### config.mk
export PLATFORM = sky130hd
export DESIGN_NAME = judge_demode_adapt
export DESIGN_NICKNAME = d
export VERILOG_FILES = /design/src/rtl/judge_demode_adapt.sv
export SDC_FILE = /design/constraint.sdc
export NUM_CORES = 1
export LEC_CHECK = 0
export ABC_CLOCK_PERIOD_IN_PS = 9900
export BUFFER_PORTS_ARGS = -buffer_cell sky130_fd_sc_hd__buf_2
export CAP_MARGIN = 20
export CORE_MARGIN = 10
export CORE_UTILIZATION = 40
export CTS_CLUSTER_DIAMETER = 50
export DETAILED_ROUTE_END_ITERATION = 16
export PLACE_DENSITY_LB_ADDON = 0.25
export SLEW_MARGIN = 20
export SYNTH_ARGS = -nofsm -noshare
export SYNTH_HDL_FRONTEND = slang
export SYNTH_SLANG_ARGS = --single-unit
export TNS_END_PERCENT = 30
### constraint.sdc
create_clock -name sys_clk -period 9.9 [get_ports sys_clk]
set_input_delay 2.475 -clock sys_clk [delete_from_list [all_inputs] [get_ports sys_clk]]
set_output_delay 2.475 -clock sys_clk [all_outputs]
set_load 0.01 [all_outputs]
### src/rtl/judge_demode_adapt.sv
// judge_demode_adapt: hysteresis slicer with a debounced output and
// envelope-tracking adaptive thresholds. Arithmetic uses DATA_W+1 bits
// internally, so envelope differences and sums never wrap.
module judge_demode_adapt #(
  parameter int DATA_W   = 14,
  parameter int DEB_N    = 8,
  parameter int DECAY_SH = 10,
  parameter int HYST_SH  = 3
) (
  input  logic                     sys_clk,
  input  logic                     sys_rst,
  input  logic                     judge_en,
  input  logic                     mode,
  input  logic                     in_valid,
  input  logic signed [DATA_W-1:0] data_in,
  input  logic signed [DATA_W-1:0] up_judge_thre,
  input  logic signed [DATA_W-1:0] low_judge_thre,
  output logic                     bit_out,
  output logic        [DATA_W-1:0] data_out,
  output logic                     out_valid,
  output logic                     rise_pulse,
  output logic                     fall_pulse,
  output logic signed [DATA_W-1:0] up_eff,
  output logic signed [DATA_W-1:0] low_eff
);

  localparam int IW = DATA_W + 1;

  logic                     r_raw;
  logic                     r_valid_d1;
  logic                     r_bit;
  logic                     r_out_valid;
  logic                     r_rise;
  logic                     r_fall;
  logic [7:0]               r_cnt;
  logic signed [DATA_W-1:0] r_pk;
  logic signed [DATA_W-1:0] r_tr;
  logic signed [DATA_W-1:0] r_up_ad;
  logic signed [DATA_W-1:0] r_low_ad;

  logic signed [IW-1:0] w_din_x;
  logic signed [IW-1:0] w_up_x;
  logic signed [IW-1:0] w_low_x;
  logic signed [IW-1:0] w_pk_x;
  logic signed [IW-1:0] w_tr_x;
  logic signed [IW-1:0] w_span;
  logic signed [IW-1:0] w_decay;
  logic signed [IW-1:0] w_mid;
  logic signed [IW-1:0] w_hyst;
  logic                 w_above;
  logic                 w_below;

  // Fixed thresholds pass straight through; adaptive ones lag one accepted sample.
  assign up_eff  = mode ? r_up_ad  : up_judge_thre;
  assign low_eff = mode ? r_low_ad : low_judge_thre;

  assign w_din_x = {data_in[DATA_W-1], data_in};
  assign w_up_x  = {up_eff[DATA_W-1], up_eff};
  assign w_low_x = {low_eff[DATA_W-1], low_eff};
  assign w_pk_x  = {r_pk[DATA_W-1], r_pk};
  assign w_tr_x  = {r_tr[DATA_W-1], r_tr};

  assign w_span  = w_pk_x - w_tr_x;
  assign w_decay = w_span >>> DECAY_SH;
  assign w_mid   = (w_pk_x + w_tr_x) >>> 1;
  assign w_hyst  = w_span >>> HYST_SH;

  assign w_above = w_din_x > w_up_x;
  assign w_below = w_din_x < w_low_x;

  assign bit_out    = r_bit;
  assign data_out   = {DATA_W{r_bit}};
  assign out_valid  = r_out_valid;
  assign rise_pulse = r_rise;
  assign fall_pulse = r_fall;

  // Hysteresis slicer; the upper compare wins if the thresholds are inverted.
  always_ff @(posedge sys_clk or posedge sys_rst) begin
    if (sys_rst) begin
      r_raw      <= 1'b0;
      r_valid_d1 <= 1'b0;
    end else if (!judge_en) begin
      r_raw      <= 1'b0;
      r_valid_d1 <= 1'b0;
    end else begin
      r_valid_d1 <= in_valid;
      if (in_valid) begin
        if (w_above)      r_raw <= 1'b1;
        else if (w_below) r_raw <= 1'b0;
      end
    end
  end

  // Debounce: bit_out follows raw only after DEB_N consecutive disagreeing samples.
  always_ff @(posedge sys_clk or posedge sys_rst) begin
    if (sys_rst) begin
      r_cnt       <= 8'd0;
      r_bit       <= 1'b0;
      r_out_valid <= 1'b0;
      r_rise      <= 1'b0;
      r_fall      <= 1'b0;
    end else if (!judge_en) begin
      r_cnt       <= 8'd0;
      r_bit       <= 1'b0;
      r_out_valid <= 1'b0;
      r_rise      <= 1'b0;
      r_fall      <= 1'b0;
    end else begin
      r_out_valid <= r_valid_d1;
      r_rise      <= 1'b0;
      r_fall      <= 1'b0;
      if (r_valid_d1) begin
        if (r_raw == r_bit) begin
          r_cnt <= 8'd0;
        end else if (r_cnt == 8'(DEB_N - 1)) begin
          r_bit  <= r_raw;
          r_cnt  <= 8'd0;
          r_rise <= r_raw;
          r_fall <= ~r_raw;
        end else begin
          r_cnt <= r_cnt + 8'd1;
        end
      end
    end
  end

  // Peak/trough envelope: jump to new extremes, otherwise decay toward each other.
  always_ff @(posedge sys_clk or posedge sys_rst) begin
    if (sys_rst) begin
      r_pk <= '0;
      r_tr <= '0;
    end else if (!judge_en) begin
      r_pk <= '0;
      r_tr <= '0;
    end else if (in_valid) begin
      if (w_din_x > w_pk_x) r_pk <= data_in;
      else                  r_pk <= DATA_W'(w_pk_x - w_decay);
      if (w_din_x < w_tr_x) r_tr <= data_in;
      else                  r_tr <= DATA_W'(w_tr_x + w_decay);
    end
  end

  // Adaptive thresholds: envelope midpoint plus/minus a fraction of its span.
  always_ff @(posedge sys_clk or posedge sys_rst) begin
    if (sys_rst) begin
      r_up_ad  <= '0;
      r_low_ad <= '0;
    end else if (in_valid && judge_en) begin
      r_up_ad  <= DATA_W'(w_mid + w_hyst);
      r_low_ad <= DATA_W'(w_mid - w_hyst);
    end
  end

endmodule

-- After elaboration in Yosys (flattened, before gate mapping)
Index checks and enable logic that the tools add are counted.
- magnitude comparators: 4
- $add $sub $neg: 7
- reductions and logical operators: 3
- equality and inequality tests: 7
- muxes and demuxes: 30
- bitwise operators: 1
- operators with widths (kind ; number):
    14-bit 2-to-1 mux ; 8
    8-bit 2-to-1 mux ; 4
    14-bit greater-than comparator ; 2
    14-bit less-than comparator ; 2
    1-bit 2-to-1 mux ; 18
    14-bit by 14-bit adder with 15-bit output ; 1
    14-bit by 14-bit subtractor with 15-bit output ; 1
    14-bit by 12-bit adder with 14-bit output ; 1
    14-bit by 5-bit adder with 14-bit output ; 1
    14-bit by 12-bit subtractor with 14-bit output ; 1
    14-bit by 5-bit subtractor with 14-bit output ; 1
    8-bit by 1-bit adder with 8-bit output (second input constant) ; 1
    8-bit by 3-bit equality test with 1-bit output (second input constant) ; 1
    2-bit by 1-bit != test with 1-bit output (second input constant) ; 3
    3-bit by 1-bit != test with 1-bit output (second input constant) ; 1
    3-bit AND reduction ; 1
    2-bit != test (second input constant) ; 1
    2-bit AND reduction ; 1
    1-bit equality test ; 1
    1-bit logical AND ; 1
    1-bit inverter ; 1
- flip-flop bits (word level): 70

-- Depth between registers and ports, before layout
Gate-level depths: netlist of run 1.
- depth after elaboration: 6
- mapped depth: 21
- gate-level depth less buffers: 20

-- Least setup slack after synthesis of run 1
Ideal clock, no wire load.
- path kind: input port to output port
- start point: input mode
- end point: output low_eff[10]
- arrival time: 3.734 ns
- stages on the path: 4
- buffers on the path: 2
- slack: 3.691 ns
- path through: buf_1 clkbuf_1 mux2i_1 inv_1
- longest elaborated chain between the ends: 1
- RTL lines (item ; RTL line ; text):
    start, declared ; 13 ; input logic mode,
    14-bit 2-to-1 mux ; 55 ; assign low_eff = mode ? r_low_ad : low_judge_thre;
    end, declared ; 24 ; output logic signed [DATA_W-1:0] low_eff
Every way passes these cells.

-- Worst setup path in the final report of run 1
- start point: input mode
- end point: output up_eff[8]
- longest elaborated chain between the ends: 1
- RTL lines (item ; RTL line ; text):
    14-bit 2-to-1 mux ; 54 ; assign up_eff = mode ? r_up_ad : up_judge_thre;
    end, declared ; 23 ; output logic signed [DATA_W-1:0] up_eff,
Every way passes these cells.

==> results of run 1 <==
routing by layer:
metal | vias up | part of all wire | global-route usage
li1 | 3704 | - | -
met1 | 3283 | 0.47 | 0.225
met2 | 189 | 0.44 | 0.276
met3 | 37 | 0.053 | 0.0274
met4 | 0 | 0.029 | 0.0680
met5 | - | 0 | 0
logic make-up (layout without fill, tap and decap cells):
logic type,Yosys count,after routing
AOI/OAI and AO/OA,269,269
adders and majority gates,132,132
and+or+nand+nor,276,276
buffers and inverters,152,214
muxes,52,52
DFF,69,69
xor gates and xnor gates,58,58
worst paths after layout:
| kind | start | to | slack [ns] | depth (start not counted) |
|---|---|---|---|---|
| worst max-delay path | mode | up_eff[8] | 3.79 | 4 |
| worst min-delay path | r_up_ad[5] | r_up_ad[5] | 0.48 | 2 |
| worst max register to register | r_tr[1] | r_pk[10] | 4.50 | 19 |
| worst min register to register | r_up_ad[5] | r_up_ad[5] | 0.48 | 2 |
| max in group asynchronous | sys_rst | r_tr[5] | 6.91 | 3 |
| min in group asynchronous | sys_rst | r_cnt[1] | 2.40 | 3 |
cell usage after synthesis (22+ instances only):
library cell	count	area [um^2]
inv_1	98	368
nand3_1	26	130
o21ai_0	64	320
dfrtp_1	69	1730
a21o_1	23	173
mux2i_1	46	460
a21oi_1	64	320
nand2_1	70	263
nor2_1	70	263
clkbuf_1	33	124
xnor2_1	36	315
xor2_1	22	193
ha_1	127	1590
nor3_1	24	120
metrics by stage:
stage	area (um^2)	hold WS, ns	setup slack (ns)	std cells	util
after global routing	9130	0.516	3.68	1340	0.451
after floorplan	8230	0.437	3.69	1008	-
after detailed placement	8830	0.479	3.80	1324	0.436
final	9130	0.485	3.79	1340	0.451
after global placement	8820	0.466	3.83	1323	0.436
after CTS	9130	0.491	3.81	1340	0.451
area by class of cell:
| class | count | area share |
|---|---|---|
| Clock buffer | 9 | 0.0247 |
| Clock inverter | 7 | 0.00890 |
| Inverter | 100 | 0.0414 |
| Multi-Input combinational cell | 787 | 0.643 |
| Sequential cell | 69 | 0.189 |
| Tap cell | 270 | 0.0370 |
| Timing Repair Buffer | 98 | 0.0558 |
state kept, by name (all words and copies together) (netlist names), 8 cells and up:
signal	cells
r_pk	14
r_low_ad	13
r_up_ad	14
r_cnt	8
r_tr	14
cells in the final DEF, fill, tap and decap left out, types with 22 or more instances in the layout:
cell type	count
a21o_1	23
nand2_1	70
buf_2	92
nor2_1	70
xor2_1	22
a21oi_1	63
nand3_1	26
dfrtp_1	69
ha_1	127
xnor2_1	36
mux2i_1	46
o21ai_0	64
nor3_1	24
inv_1	97
tightest hold or removal path, stage by stage (launching register included):
cell and delay, ns:
dfrtp_1 0.35, nand2_1 0.05, o21ai_0 0.06
==> reports/results.tsv, run 1 <==
metric	value	unit
overflow	0	
post_cts_buffers	0	
path_class	primary input to output port	
ant_nets	0	
num_rows	52	
timing.final.crit_share	0.617	
hold_viol_final	0	
syn_nets	1187	
dp_hpwl	18500	um
clk_latency	0.35	ns
cts.sinks	69	
hold_buffers	0	
synthAdderAreaFrac	0.205	
start_util	0.407	
worstPathMaxFanout	29	
vias	7213	
dieArea	0.0267	mm^2
detail_route.wl_per_cell	17.3	um
avgSynthCellArea	8.17	um^2
drv_slew	0	
routed_wl	23200	um
required	7.43	ns
htreeDepth	3	
setup_viol	0	
cp-start-kind	primary input	
worst_pin_slew	0.902	ns
drt_iter0_drc	393	
status	finished, final reports clean	
max_freq	164	MHz
ys_ff_latch	69	
synth-simple-area-share	0.167	
synthXorXnorAreaFrac	0.0617	
async_flop_share	1.00	
setup_tns	0	ns
numPortBuffers	92	
layout.area.seq	0.00173	mm^2
critPathMaxStageDelay	0.60	ns
cts_buffers	9	
critPathBufInv	3	
critPathArrivalTime	3.63	ns
hold_class	flop to flop	
root_buffer	clkbuf_16	
synth-edff-count	0	
fillers	1979	
synth_area	0.00823	mm^2
synthMuxAreaShare	0.0642	
multi_input_area	0.00588	mm^2
clk_pin_slew	0.05	ns
core	0.0202	mm^2
grtUsageTotal	0.172	
synth_ff_type	dfrtp_1	
grt_pass1_vias	6952	
post_drt_via_cell_ratio	5.38	
critPathCaptureType	output port	
cts_resized	0	
finalClockSkew	0.0146	ns
synth_top_family_by_area	compound AO/OA/AOI/OAI gates	
clockBufferDepth	2	
n_antenna_cell	0	
maxCapViolCount	0	
slowest_stage	buf_2	
synth_compound_gate_area_share	0.215	
critical_path.most_common_cell	buf_2	
ios	93	
antenna_found_initial	0	
relSlewSlack	0.399	
drive_above_1_share	0.131	
fin_nets	1244	
synth.distinct_cells	75	
post-route-drc-count	0	
areaGrowthSynthToFinish	11.0	%
dr.pass1.iters	4	
ys_seq_area_frac	0.210	
netlist_instances	1008	
tritoncts	done	
grt_pass1_wl	37100	um
path_delay_family	buffers and inverters	
path_cells	buf_2 -> mux2i_1 -> inv_1 -> buf_2	
yosysWarnings	0	
place.gp.congestion	0.965	
grt_max_degree	70	
fp.dieH	163	um
die_w	163	um
rsz0062_at_grt	no	
period_minus_slack	6.11	ns
Power of run 1 is left out: the tool's default activity adds up to more than one toggle a clock period on the data nets, which glitch-free logic cannot reach.
==> inputs of run 2 (changes only) <==
Settings changed: ABC_AREA set to 1, ABC_CLOCK_PERIOD_IN_PS 9900 to 5600.
Clock period 9.9 ns to 5.6 ns, I/O delays scaled along.
==> reports/results.tsv, run 2 <==
metric	value	unit
status	finished, final reports clean	
synth_ff_type	dfrtp_1	
synth.area.top_cells	dfrtp_1 (20%), ha_1 (19%), nand2_1 (12%), inv_1 (9.3%), o21ai_0 (6.6%)	
syn_nets	1430	
ant_nets	0	
avgSynthCellArea	6.75	um^2
htreeDepth	3	
post-synth-top-count-cell	nand2_1	
rsz0062_at_grt	no	
grt_pass1_wl	42300	um
antenna_found_initial	0	
clk_pin_slew	0.07	ns
grtUsageTotal	0.195	
setup_viol	0	
die_w	165	um
dr.pass1.iters	6	
timing.final.crit_share	0.811	
synth_area	0.00845	mm^2
routed_wl	26700	um
grt.met3_usage	0.0293	
drv_slew	0	
root_buffer	clkbuf_16	
fp.dieH	165	um
layout.area.seq	0.00173	mm^2
finalClockSkew	0.0147	ns
worst_pin_slew	0.912	ns
period_minus_slack	4.54	ns
required	5.82	ns
tritoncts	done	
detail_route.wl_per_cell	16.7	um
ys_ff_latch	69	
n_antenna_cell	0	
start_util	0.404	
post_drt_via_cell_ratio	5.19	
dp_hpwl	21600	um
grtUsageMet2	0.311	
grt_use_met1	0.268	
cts_resized	0	
grt_pass1_vias	7951	
hold_viol_final	0	
yosysWarnings	0	
cts_buffers	9	
hold_buffers	0	
max_freq	220	MHz
layout_commonest_cell	nand2_1	
ys_seq_area_frac	0.204	
dieArea	0.0273	mm^2
critical_path.most_common_cell	nand2_1	
critPathArrivalTime	4.76	ns
maxCapViolCount	0	
fin_nets	1499	
grt_max_degree	43	
hold_class	flop to flop	
ys_top_cells_by_count	nand2_1 (275), inv_1 (209), ha_1 (127)	
multi_input_area	0.00566	mm^2
critPathMaxStageDelay	0.49	ns
cp-start-kind	flop	
clk_latency	0.36	ns
yosysTopAreaCell	dfrtp_1	
reg_top3	r_pk: 14 flops, r_tr: 14 flops, r_up_ad: 14 flops	
numPortBuffers	92	
num_rows	53	
drt_iter0_drc	741	
worstPathMaxFanout	8	
cts.sinks	69	
path_delay_family	compound AO/OA/AOI/OAI gates	
critPathBufInv	1	
synth_top_area_frac	0.204	
synth-edff-count	0	
slowest_stage	dfrtp_1	
place.gp.congestion	0.939	
busiest_layer	met2	
ios	93	
relSlewSlack	0.391	
netlist_instances	1251	
critPathCaptureType	flop	
core	0.0209	mm^2
post-route-drc-count	0	
clockBufferDepth	2	
vias	8297	
setup_tns	0	ns
areaGrowthSynthToFinish	11.5	%
layout_common_cells	nand2_1 (275), inv_1 (208), ha_1 (127)	
async_flop_share	1.00	
fillers	2203	
synth.distinct_cells	49	
post_cts_buffers	0	
path_class	flop to flop	
drive_above_1_share	0.123	
overflow	0	
[run 2: cell count changes after synthesis, sizes merged, moves of 13 or more]
cell	before	now
a21oi	64	89
nand2b	13	0
nand3	26	67
xnor2	36	9
xor2	22	37
inv	99	213
nand2	71	293
mux2i	46	0
o21a	20	4
o21ai	65	126
a21o	23	4
[run 2: per-stage QoR]
| step | cells | utilization | setup slack [ns] | instance area [um^2] | hold slack [ns] |
|---|---|---|---|---|---|
| 2_1_floorplan | 1251 | - | 1.81 | 8450 | 0.449 |
| 3_3_place_gp | 1584 | 0.435 | 1.26 | 9090 | 0.468 |
| 3_5_place_dp | 1584 | 0.435 | 1.11 | 9090 | 0.473 |
| 4_1_cts | 1600 | 0.451 | 1.09 | 9410 | 0.487 |
| 5_1_grt | 1600 | 0.451 | 0.613 | 9410 | 0.509 |
| 6_report | 1600 | 0.451 | 1.06 | 9410 | 0.481 |
[run 2: worst min-delay path: cells and delay by family, from the launching register on]
family          cells  cell delay (ns)
flops               1             0.34
compound gates      1             0.06
simple gates        1             0.05
[run 2: layer usage]
metal  share of wire  vias to the layer above
met1            0.47                     3772
li1                -                     4214
met3           0.076                       35
met2            0.44                      276
met4           0.021                        0
met5               0                        -
[run 2: kinds of logic after synthesis]
| kind of cell | share of synthesized area |
|---|---|
| compound gates | 0.178 |
| xor+xnor | 0.0486 |
| fa+ha+maj | 0.200 |
| buf+inv | 0.125 |
| flops | 0.204 |
| simple gates | 0.244 |
[run 2: final cells by class]
type                            instances  area share
Sequential cell                        69       0.183
Clock inverter                          7      0.0104
Inverter                              215      0.0857
Multi-Input combinational cell        921       0.602
Clock buffer                            9      0.0239
Timing Repair Buffer                  104      0.0585
Tap cell                              275      0.0365
[run 2: final timing paths]
check	startpoint	end	slack (ns)	cells past startpoint
worst max-delay path	r_pk[5]	r_tr[12]	1.06	26
min in group asynchronous	sys_rst	r_up_ad[11]	1.24	2
max in group asynchronous	sys_rst	r_up_ad[5]	3.40	3
worst max register to register	r_pk[5]	r_tr[12]	1.06	26
worst min-delay path	r_up_ad[6]	r_up_ad[6]	0.48	2
worst min register to register	r_up_ad[6]	r_up_ad[6]	0.48	2
Power of run 2 is left out for the same reason.
==> inputs of run 3 (changes only) <==
Settings changed: ABC_CLOCK_PERIOD_IN_PS 5600 to 4180.
Clock period 5.6 ns to 4.18 ns, I/O delays scaled along.
==> reports/results.tsv, run 3 (synthesis gave the netlist of run 2 again) <==
metric	value	unit
dp_hpwl	21600	um
reg_top3	r_pk: 14 flops, r_tr: 14 flops, r_up_ad: 14 flops	
layout_commonest_cell	nand2_1	
layout.area.seq	0.00173	mm^2
post-route-drc-count	0	
slowest_stage	dfrtp_1	
cp-start-kind	flop	
hold_class	flop to flop	
drt_iter0_drc	657	
grt_pass1_wl	42100	um
path_cells	inv_2 -> ha_1 -> buf_4 -> or2_2 -> o21ai_2 -> nand2_1 -> nand2_2 -> a21oi_4 -> o21ai_2 -> nand2_1 -> nand2_1 -> a21oi_1 -> xor2_1 -> ha_1 -> nor4_1 -> buf_4 -> nand4_1 -> nand3_1 -> nand2_1 -> a22oi_1 -> xor2_1 -> o21ai_0	
antenna_found_initial	3	
hold_viol_final	0	
multi_input_area	0.00580	mm^2
worstSetupStartpoint	r_tr[2]	
num_rows	53	
post_drt_via_cell_ratio	5.16	
maxCapViolCount	0	
path_class	flop to flop	
start_util	0.404	
grt_pass1_vias	8161	
areaGrowthSynthToFinish	16.1	%
die_w	165	um
critical_path.most_common_cell	nand2_1	
required	4.39	ns
root_buffer	clkbuf_16	
period_minus_slack	3.99	ns
drv_slew	0	
cts.sinks	69	
drive_above_1_share	0.165	
setup_tns	0	ns
worstPathMaxFanout	6	
grt_max_degree	70	
tritoncts	done	
ant_nets	0	
finalClockSkew	0.0170	ns
max_freq	251	MHz
status	finished, final reports clean	
place.gp.congestion	0.961	
dr.pass1.iters	5	
setup_viol	0	
path_delay_family	simple AND/OR/NAND/NOR gates	
ios	93	
grtUsageTotal	0.194	
relSlewSlack	0.378	
worst_pin_slew	0.934	ns
vias	8451	
fp.dieH	165	um
fillers	2146	
fin_nets	1535	
r2r-start	r_tr[2]	
min-delay-start	r_up_ad[9]	
numPortBuffers	92	
layout_common_cells	nand2_1 (273), inv_1 (205), ha_1 (123)	
critPathBufInv	3	
routed_wl	26800	um
timing.final.crit_share	0.955	
detail_route.wl_per_cell	16.4	um
hold_buffers	0	
core	0.0209	mm^2
clk_latency	0.36	ns
critPathMaxStageDelay	0.40	ns
clockBufferDepth	2	
clk_pin_slew	0.07	ns
dieArea	0.0273	mm^2
overflow	0	
critPathCaptureType	flop	
cts_buffers	9	
htreeDepth	3	
critPathArrivalTime	4.20	ns
-- run 3: cell count changes in the layout (fill, tap and decap cells not counted), sizes merged --
cell    before  now
bufinv       2    1
diode        0    1
clkbuf       9   10
buf        104  140
-- run 3: tightest hold or removal path, stage by stage, from the launching register on --
cell and delay, ns:
dfrtp_1 0.34, nand2_1 0.05, o21ai_0 0.06
-- run 3: worst paths after layout --
| kind | endpoint | slack, ns | cells past startpoint |
|---|---|---|---|
| hold / removal | r_up_ad[9] | 0.48 | 2 |
| hold reg to reg | r_up_ad[9] | 0.48 | 2 |
| setup / recovery | r_low_ad[12] | 0.19 | 22 |
| max in group asynchronous | r_tr[3] | 2.59 | 3 |
| setup reg to reg | r_low_ad[12] | 0.19 | 22 |
| min in group asynchronous | r_cnt[7] | 0.97 | 3 |
-- run 3: area by class of cell --
class | instances | area share
clock inverters | 6 | 0.00727
clock buffers | 10 | 0.0234
diodes | 1 | 0.000255
multi-input cells | 921 | 0.592
inverters | 215 | 0.0823
flip-flops and latches | 69 | 0.176
well taps | 275 | 0.0351
repair buffers | 140 | 0.0841
-- run 3: stage by stage --
| step | cell area, um^2 | worst slack [ns] | utilization | std cells | hold WS (ns) |
|---|---|---|---|---|---|
| finish | 9800 | 0.189 | 0.469 | 1637 | 0.483 |
| global route | 9800 | -0.0168 | 0.469 | 1636 | 0.513 |
| CTS | 9610 | 0.000253 | 0.460 | 1629 | 0.490 |
| detailed placement | 9310 | -0.0174 | 0.446 | 1613 | 0.474 |
| global placement | 9310 | 0.0923 | 0.446 | 1613 | 0.467 |
| floorplan | 8450 | 0.389 | - | 1251 | 0.449 |
-- run 3: layer usage --
metal  up-vias  track usage  part of all wire
li1       4294            -                 -
met1      3874        0.254              0.45
met2       240        0.318              0.45
met3        41       0.0404             0.080
met4         2       0.0535             0.019
met5         -            0           0.00026
-- run 3: what timing repair did --
item / CTS / global route
endpoints found under the setup margin: 2 / 18
resized for setup: 2 / 34
pin swaps: 0 / 12
buffers inserted: 0 / 7
cloned: 0 / 0
Power of run 3 is left out for the same reason.
